--- config.mk ---
export PLATFORM = sky130hd
export DESIGN_NAME = prio_irq_ctrl
export DESIGN_NICKNAME = d
export VERILOG_FILES = /design/src/rtl/prio_irq_ctrl_pkg.sv /design/src/rtl/prio_irq_ctrl_prio_arbiter.sv /design/src/rtl/prio_irq_ctrl.sv
export SDC_FILE = /design/constraint.sdc
export NUM_CORES = 1
export LEC_CHECK = 0
export CORE_MARGIN = 8
export CORE_UTILIZATION = 62
export CTS_CLUSTER_SIZE = 28
export DETAILED_ROUTE_END_ITERATION = 12
export HOLD_SLACK_MARGIN = 0.12
export PLACE_DENSITY = 0.88
export SYNTH_ARGS = -nofsm -noshare
export SYNTH_HDL_FRONTEND = slang
export SYNTH_HIERARCHICAL = 1
export SYNTH_SLANG_ARGS = --single-unit
--- constraint.sdc ---
create_clock -name clock -period 47.8 [get_ports clock]
set_clock_uncertainty 0.05 [all_clocks]
set_input_delay 9.56 -clock clock [delete_from_list [all_inputs] [get_ports clock]]
set_output_delay 9.56 -clock clock [all_outputs]
set_load 0.01 [all_outputs]
--- src/rtl/prio_irq_ctrl_pkg.sv ---
// prio_irq_ctrl_pkg
// Shared definitions for the registered priority interrupt controller:
// handshake FSM state encoding and tie-break mode encodings.
package prio_irq_ctrl_pkg;

   // Handshake FSM states
   typedef enum logic [1:0] {
      IDLE    = 2'd0,
      REQ     = 2'd1,
      SERVICE = 2'd2
   } state_e;

   // Tie-break modes applied among sources sharing the maximum priority
   localparam logic MODE_FIXED = 1'b0;   // lowest index wins
   localparam logic MODE_RR    = 1'b1;   // first index after last served wins

endpackage

--- src/rtl/prio_irq_ctrl_prio_arbiter.sv ---
// prio_arbiter
// Purely combinational winner selection over the eligible set.
// Ports:
//   eligible    - pending & mask, one bit per source
//   prio        - packed per-source priorities, PRIO_W bits each
//   mode        - MODE_FIXED or MODE_RR tie-break
//   last_served - index most recently acknowledged (round-robin origin)
//   any         - at least one source is eligible
//   win_id      - index of the winning source
//   win_level   - priority of the winning source
module prio_arbiter
   import prio_irq_ctrl_pkg::*;
#(
   parameter int N_SRC  = 16,
   parameter int PRIO_W = 2,
   parameter int ID_W   = $clog2(N_SRC)
) (
   input  logic [N_SRC-1:0]        eligible,
   input  logic [N_SRC*PRIO_W-1:0] prio,
   input  logic                    mode,
   input  logic [ID_W-1:0]         last_served,
   output logic                    any,
   output logic [ID_W-1:0]         win_id,
   output logic [PRIO_W-1:0]       win_level
);

   localparam logic [ID_W:0] N_EXT = (ID_W+1)'(N_SRC);

   logic [ID_W:0]     start_raw_s;
   logic [ID_W:0]     start_s;
   logic [ID_W:0]     idx_raw_s;
   logic [ID_W:0]     idx_s;
   logic [PRIO_W-1:0] lvl_s;

   // Scan sources in tie-break order starting at start_s; a strictly greater
   // priority replaces the current best, so the first source at the maximum
   // level in scan order wins the tie.
   always_comb begin
      any       = 1'b0;
      win_id    = '0;
      win_level = '0;
      idx_raw_s = '0;
      idx_s     = '0;
      lvl_s     = '0;
      if (mode == MODE_RR) begin
         start_raw_s = {1'b0, last_served} + (ID_W+1)'(1);
      end else begin
         start_raw_s = '0;
      end
      start_s = (start_raw_s >= N_EXT) ? (start_raw_s - N_EXT) : start_raw_s;
      for (int k = 0; k < N_SRC; k++) begin
         idx_raw_s = start_s + (ID_W+1)'(k);
         idx_s     = (idx_raw_s >= N_EXT) ? (idx_raw_s - N_EXT) : idx_raw_s;
         lvl_s     = prio[int'(idx_s)*PRIO_W +: PRIO_W];
         if (eligible[idx_s[ID_W-1:0]] && (!any || (lvl_s > win_level))) begin
            any       = 1'b1;
            win_id    = idx_s[ID_W-1:0];
            win_level = lvl_s;
         end else begin
            any       = any;
         end
      end
   end

endmodule

--- src/rtl/prio_irq_ctrl.sv ---
// prio_irq_ctrl
// Registered interrupt controller: captures rising request edges into a
// pending register, arbitrates the masked set by priority, and presents one
// winner through a request / acknowledge / end-of-interrupt handshake.
// Ports:
//   clock, reset - rising-edge clock, synchronous active-high reset
//   mode         - tie-break mode (MODE_FIXED / MODE_RR)
//   irq_req      - level request lines, rising edge captured
//   prio         - packed per-source priorities
//   mask         - per-source enable (1 = eligible)
//   ack, eoi     - CPU accept and end-of-service strobes
//   irq_out      - interrupt presented
//   irq_id       - presented / in-service source index
//   irq_level    - priority of irq_id captured at arbitration
//   busy         - a source is in service
//   pending      - pending register
module prio_irq_ctrl
   import prio_irq_ctrl_pkg::*;
#(
   parameter int N_SRC  = 16,
   parameter int PRIO_W = 2,
   parameter int ID_W   = $clog2(N_SRC)
) (
   input  logic                    clock,
   input  logic                    reset,
   input  logic                    mode,
   input  logic [N_SRC-1:0]        irq_req,
   input  logic [N_SRC*PRIO_W-1:0] prio,
   input  logic [N_SRC-1:0]        mask,
   input  logic                    ack,
   input  logic                    eoi,
   output logic                    irq_out,
   output logic [ID_W-1:0]         irq_id,
   output logic [PRIO_W-1:0]       irq_level,
   output logic                    busy,
   output logic [N_SRC-1:0]        pending
);

   // Round-robin origin after reset: the last index, so index 0 is first
   localparam logic [ID_W-1:0] LAST_INIT = ID_W'(N_SRC-1);

   state_e            state_q, state_d;
   logic [N_SRC-1:0]  req_q;
   logic [N_SRC-1:0]  pending_q, pending_d;
   logic [N_SRC-1:0]  clr_s;
   logic              irq_out_q, irq_out_d;
   logic [ID_W-1:0]   irq_id_q, irq_id_d;
   logic [PRIO_W-1:0] irq_level_q, irq_level_d;
   logic              busy_q, busy_d;
   logic [ID_W-1:0]   last_served_q, last_served_d;

   logic              arb_any_s;
   logic [ID_W-1:0]   arb_id_s;
   logic [PRIO_W-1:0] arb_level_s;

   prio_arbiter #(
      .N_SRC  (N_SRC),
      .PRIO_W (PRIO_W),
      .ID_W   (ID_W)
   ) u_arbiter (
      .eligible    (pending_q & mask),
      .prio        (prio),
      .mode        (mode),
      .last_served (last_served_q),
      .any         (arb_any_s),
      .win_id      (arb_id_s),
      .win_level   (arb_level_s)
   );

   // Handshake FSM next state and output/pending next values
   always_comb begin
      state_d       = state_q;
      irq_out_d     = irq_out_q;
      irq_id_d      = irq_id_q;
      irq_level_d   = irq_level_q;
      busy_d        = busy_q;
      last_served_d = last_served_q;
      clr_s         = '0;
      case (state_q)
         IDLE: begin
            // mode and prio only matter here; the grant is latched
            if (arb_any_s) begin
               irq_id_d    = arb_id_s;
               irq_level_d = arb_level_s;
               irq_out_d   = 1'b1;
               state_d     = REQ;
            end else begin
               state_d     = IDLE;
            end
         end
         REQ: begin
            // ack outranks a simultaneous mask drop
            if (ack) begin
               clr_s[irq_id_q] = 1'b1;
               last_served_d   = irq_id_q;
               irq_out_d       = 1'b0;
               busy_d          = 1'b1;
               state_d         = SERVICE;
            end else if (!mask[irq_id_q]) begin
               // withdraw; the pending bit survives for later
               irq_out_d       = 1'b0;
               state_d         = IDLE;
            end else begin
               state_d         = REQ;
            end
         end
         SERVICE: begin
            if (eoi) begin
               busy_d  = 1'b0;
               state_d = IDLE;
            end else begin
               state_d = SERVICE;
            end
         end
         default: begin
            irq_out_d = 1'b0;
            busy_d    = 1'b0;
            state_d   = IDLE;
         end
      endcase
      // A new edge on a bit being cleared is kept (set wins)
      pending_d = (pending_q & ~clr_s) | (irq_req & ~req_q);
   end

   // State, edge-detect history, pending and registered outputs
   always_ff @(posedge clock) begin
      if (reset) begin
         state_q       <= IDLE;
         req_q         <= '0;
         pending_q     <= '0;
         irq_out_q     <= 1'b0;
         irq_id_q      <= '0;
         irq_level_q   <= '0;
         busy_q        <= 1'b0;
         last_served_q <= LAST_INIT;
      end else begin
         state_q       <= state_d;
         req_q         <= irq_req;
         pending_q     <= pending_d;
         irq_out_q     <= irq_out_d;
         irq_id_q      <= irq_id_d;
         irq_level_q   <= irq_level_d;
         busy_q        <= busy_d;
         last_served_q <= last_served_d;
      end
   end

   assign irq_out   = irq_out_q;
   assign irq_id    = irq_id_q;
   assign irq_level = irq_level_q;
   assign busy      = busy_q;
   assign pending   = pending_q;

endmodule

# Word level (Yosys, flattened, before mapping)
# Cells that the tools add are included.
# classes
mux,116
addsub,33
magnitude_cmp,50
eq_ne,6
reduce_logical,51
shifts,16
bitwise,8
# ops
op,count
variable part select 32 x 7 -> 2 bit,16
two-way mux 5 bit,18
greater-or-equal comparator 5 bit (second input constant),17
less-than comparator 4 x 5 -> 1 bit (second input constant),17
subtractor 5 bit (second input constant),17
binary-select mux 1 bit (select 4 bit),17
two-way mux 4 bit,16
AND 16 bit,3
two-way mux 1 bit,41
adder 5 x 4 -> 5 bit (second input constant),8
two-way mux 2 bit,18
two-way mux 16 bit,2
NOT 16 bit,2
> comparator 2 bit,15
adder 5 x 3 -> 5 bit (second input constant),4
logical AND 1 bit,16
OR 16 bit,1
zero test 1 bit,15
logical OR 1 bit,15
adder 5 x 2 -> 5 bit (second input constant),2
inequality test 2 bit (second input constant),3
one-hot mux 1 bit (3 select lines),2
one-hot mux 2 bit (3 select lines),1
AND reduction 3 bit,2
other kinds (10),12
# totals
wordCells,288
in_bits,69
output_inout_bits,24
ff_bits,46

# Longest topological paths before layout
# logic_depth
word_depth,71
mapped_depth,128
mapped_depth_nobuf,117

# By module
# Netlist, hierarchy kept.
# modules_own_cells
module,instances,seq_area_each_um2,cells_each,area_each_um2
prio_arbiter,1,0.0,596,5087.4
prio_irq_ctrl,1,920.9,211,1921.8

# Least setup slack after synthesis
# Ideal clock, no wire load.
# synth_timing
path_kind,input to register
from,input port mode
to,"register irq_id_q[3], in the netlist irq_id[3]"
path_buffers,11
setup_time_ps,65
t_required_ps,47685
stages,118
setup_slack_ps,16922
arrival_ps,30763
cell_sequence,buf_2 > buf_2 > nand2_1 > inv_2 > buf_1 > ha_1 > nor2b_1 > a21oi_1 > buf_2 > mux4_2 > mux2_2 > inv_1 > ha_1 > nand2_1 > o21ai_0 > a211oi_4 > mux2_4 > ha_1 > [... 82 more ...] > nand2_1 > o41ai_2 > ha_1 > nor2b_1 > o21ai_0 > nand2_1 > nand2_1 > clkbuf_1 > nor2_1 > a21o_1 > ha_1 > a21oi_1 > or2_2 > a21oi_1 > o221ai_1 > o41ai_1 > mux2i_1 > nor2_1
# synth_between
elab_cells_between_ends,223
cone_classes,add/sub (32); order compare (32); shift (16); mux (97); reduce/logical (46)
# synth_lines
item,line_no,source
start: declaration,prio_irq_ctrl.sv:26,"input logic mode,"
two-way mux 5 bit *,prio_irq_ctrl_prio_arbiter.sv:45,if (mode == MODE_RR) begin
subtractor 5 bit / greater-or-equal comparator 5 bit (equally long branches),prio_irq_ctrl_prio_arbiter.sv:50,start_s = (start_raw_s >= N_EXT) ? (start_raw_s - N_EXT) : start_raw_s;
two-way mux 5 bit *,prio_irq_ctrl_prio_arbiter.sv:50,
branches (longest 64 deep; another with adder 5 x 1 -> 5 bit),n/a,
two-way mux 4 bit *,prio_irq_ctrl_prio_arbiter.sv:55,if (eligible[idx_s[ID_W-1:0]] && (!any || (lvl_s > win_level))) begin
via arb_id_s[3],prio_irq_ctrl.sv:53,logic [ID_W-1:0] arb_id_s;
end signal: assignment,prio_irq_ctrl.sv:141,irq_id_q <= irq_id_d;
end: declaration,prio_irq_ctrl.sv:47,"logic [ID_W-1:0] irq_id_q, irq_id_d;"
# Mark *: on every way through the listed nets, which the timed path passes. The select of a mux whose other input is x is not followed.
# A chain may end at the register's enable or synchronous reset.

# Worst setup path in the final report
# layout_timing
from,input port mode
to,"register irq_id_q[0], in the netlist irq_id[0]"
# The elaborated chain is that of the path after synthesis.

==> results.sh <==
export IMPL_fin_tns_setup_ns=0
export IMPL_postCtsHoldBufs=0
export IMPL_whs_path_depth=2
export IMPL_synth_top_area_share_pct=13.9
export IMPL_cpMostUsedCell="ha_1"
export IMPL_cts_resized=0
export IMPL_first_global_vias=7319
export IMPL_cpMaxStageDelayCell="a21oi_1"
export IMPL_clk_pin_slew_worst_paths_ns=0.06
export IMPL_io_pin_count=93
export IMPL_antenna_cells=0
export IMPL_busiest_layer="met2"
export IMPL_syn_to_final_growth_pct=15.2
export IMPL_cts_made_buffers=5
export IMPL_globalRouteMet2Util_pct=54.9
export IMPL_routed_wl_um=25600
export IMPL_post_cts_buffers=0
export IMPL_wl_per_cell_um=25.3
export IMPL_maxCapViolations=0
export IMPL_placed_cell_area_mm2=0.00792
export IMPL_globalplace_congestion=1.06
export IMPL_grt_max_degree=49
export IMPL_cts_root_buf="clkbuf_16"
export IMPL_cts_sinks=46
export IMPL_grt_antenna_before_repair=0
export IMPL_finalCritPeriodShare_pct=78.2
export IMPL_setup_worst_path_class="input port to flop"
export IMPL_grt_setup_unrepaired="false"
export IMPL_synth_edff_count=0
export IMPL_ys_seq_area_share_pct=13.1
export IMPL_clock_path_buffers=2
export IMPL_met3_usage_pct=7.04
export IMPL_route_vias_total=7455
export IMPL_min_delay_worst_endpoint="irq_level[1]"
export IMPL_holdWs_ns=0.411
export IMPL_core_mm2=0.0112
export IMPL_drv_slew=0
export IMPL_fin_cells=1013
export IMPL_ys_async_sr_fraction_pct=0
export IMPL_status="complete, no violations"
export IMPL_cts_tree="built"
export IMPL_fmax_ghz=0.0268
export IMPL_hp_start="irq_level[1]"
export IMPL_antenna_left=0
export IMPL_max_stage_delay_ns=1.03
export IMPL_syn_instance_count=807
export IMPL_design_area_mm2=0.00807
export IMPL_cts_max_level=2
export IMPL_n_fill_cell=854
export IMPL_drive_gt1_share_pct=13.3
export IMPL_grt_first_pass_wirelength_um=39600
export IMPL_cp_required_ns=47.97
export IMPL_nNetsFinal=973
export IMPL_syn_avg_cell_area_um2=8.69
export IMPL_worst_pin_slew_ns=1.32
export IMPL_r2r_start="last_served_q[0]"
export IMPL_finalSetupViolCount=0
export IMPL_reg2reg_slack_ns=19.69
export IMPL_final_hold_viol_count=0
export IMPL_r2r_cells=110
export IMPL_dp_cells=1005
export IMPL_worstSetupStartpointType="input port"
export IMPL_synthTopCellsByArea="mux2i_1 14%, mux4_2 13%, dfxtp_1 13%, ha_1 6.2%, a21oi_1 4.9%"
export IMPL_fin_crit_ns=37.36
export IMPL_dp_hpwl_um=20300
export IMPL_drcViolationCount=0
export IMPL_worstSkewPairLatency_ns=0.28
export IMPL_synth_cell_types=93
export IMPL_max_slew_margin_pct=12.2
export IMPL_drtIter0Drc=1107
export IMPL_rows=39
export IMPL_hp_class="flop to flop"
export IMPL_globalRouteMet1Util_pct=41.1
export IMPL_start_util_pct=62.5
export IMPL_synth_top_cell_by_area="mux2i_1"
export IMPL_ys_ff_latch=46
export IMPL_rr_endpoint="irq_id[0]"
export IMPL_dr_pass1_iters=8
export IMPL_grt_overflow=0
export IMPL_dieHeight_um=122
export IMPL_cp_end_kind="flop"
export IMPL_syn_nets=911
export IMPL_grtUsageTotal_pct=33.6
export IMPL_synth_ff_type="dfxtp_1"
export IMPL_cp_max_fo=21
export IMPL_yosys_warnings=6
export IMPL_syn_cell_area_mm2=0.00701
export IMPL_vias_per_cell=7.36
export IMPL_crit_arrival_ns=37.53
export IMPL_fp_dieW_um=122
export IMPL_die_area_mm2=0.0150
export IMPL_io_buffers=92
-- logic make-up after synthesis --
kind of cell,count (synthesis),share of synthesized area (%)
muxes,163,32.0
AOI/OAI and AO/OA,230,22.3
buffers and inverters,74,5.09
DFF,46,13.1
xor gates and xnor gates,6,1.07
other,1,0.0535
adders and majority gates,39,6.82
and+or+nand+nor,248,19.5
-- worst max-delay path: cells and delay by family --
kind	cells	cell delay (ns)
simple gates	33	6.02
compound gates	45	12.72
fa+ha+maj	16	4.58
buf+inv	10	2.42
mux	7	2.14
-- Yosys cell counts, drive strengths merged (26+ instances only) --
cell,number
ha,35
nand2,57
nor2,43
o21ai,54
nand2b,26
nor2b,26
buf,29
inv,29
mux2i,101
a21oi,69
mux4,44
dfxtp,46
-- final cells by class --
type	count	area (um^2)	area share [%]
Clock inverter	3	23.8	0.295
Timing Repair Buffer	99	973	12.1
Sequential cell	46	921	11.4
Multi-Input combinational cell	687	5730	71.0
Clock buffer	5	125	1.55
Inverter	30	118	1.46
Tap cell	143	179	2.22
-- worst max path at each step --
stage	startpoint	endpoint	slack, ns	depth (start not counted)
floorplan	mode	irq_id[3]	16.92	118
global placement	mode	irq_level[0]	12.32	112
detailed placement	mode	irq_level[0]	11.14	111
CTS	mode	irq_level[0]	11.35	111
global route	mode	irq_level[0]	8.88	111
finish	mode	irq_id[0]	10.44	111
-- flip-flops by register name, summed over array words and instances (netlist names) --
name	flops
pending	16
req_q	16
irq_id	4
last_served_q	4
irq_level	2
state_q	2
busy	1
irq_out	1
-- layer usage --
metal / up-vias / wire (um)
met5: - / 0
met4: 0 / 1500
met3: 123 / 3000
met2: 604 / 11700
met1: 3509 / 9430
li1: 3219 / -
-- placed cells by master, fill, tap and decap left out, types with 6 or more instances in the layout --
cell type | synthesis | final
mux2i_1 | 97 | 97
clkdlybuf4s50_1 | 0 | 92
a21oi_1 | 68 | 68
nand2_1 | 56 | 56
o21ai_0 | 53 | 53
dfxtp_1 | 46 | 46
nor2_1 | 43 | 43
mux4_2 | 42 | 42
ha_1 | 35 | 35
nor2b_1 | 26 | 26
inv_1 | 26 | 26
nand2b_1 | 25 | 25
and2_1 | 20 | 20
mux2_2 | 16 | 16
nand3_1 | 11 | 11
a22oi_1 | 11 | 11
nor3_1 | 10 | 10
nand4_1 | 9 | 9
and3b_1 | 9 | 9
o211ai_1 | 9 | 9
a211oi_1 | 8 | 8
a21o_1 | 8 | 8
nand3b_1 | 7 | 7
buf_4 | 3 | 7
a31oi_1 | 6 | 6
-- through the flow --
step,worst slack [ns],util (%)
2_1_floorplan,16.92,-
3_3_place_gp,12.32,70.6
3_5_place_dp,11.14,70.6
4_1_cts,11.35,71.9
5_1_grt,8.88,71.9
6_report,10.44,71.9
Power is not shown: default switching activity piles up to over one toggle a cycle in this logic, so the estimate is an artifact.
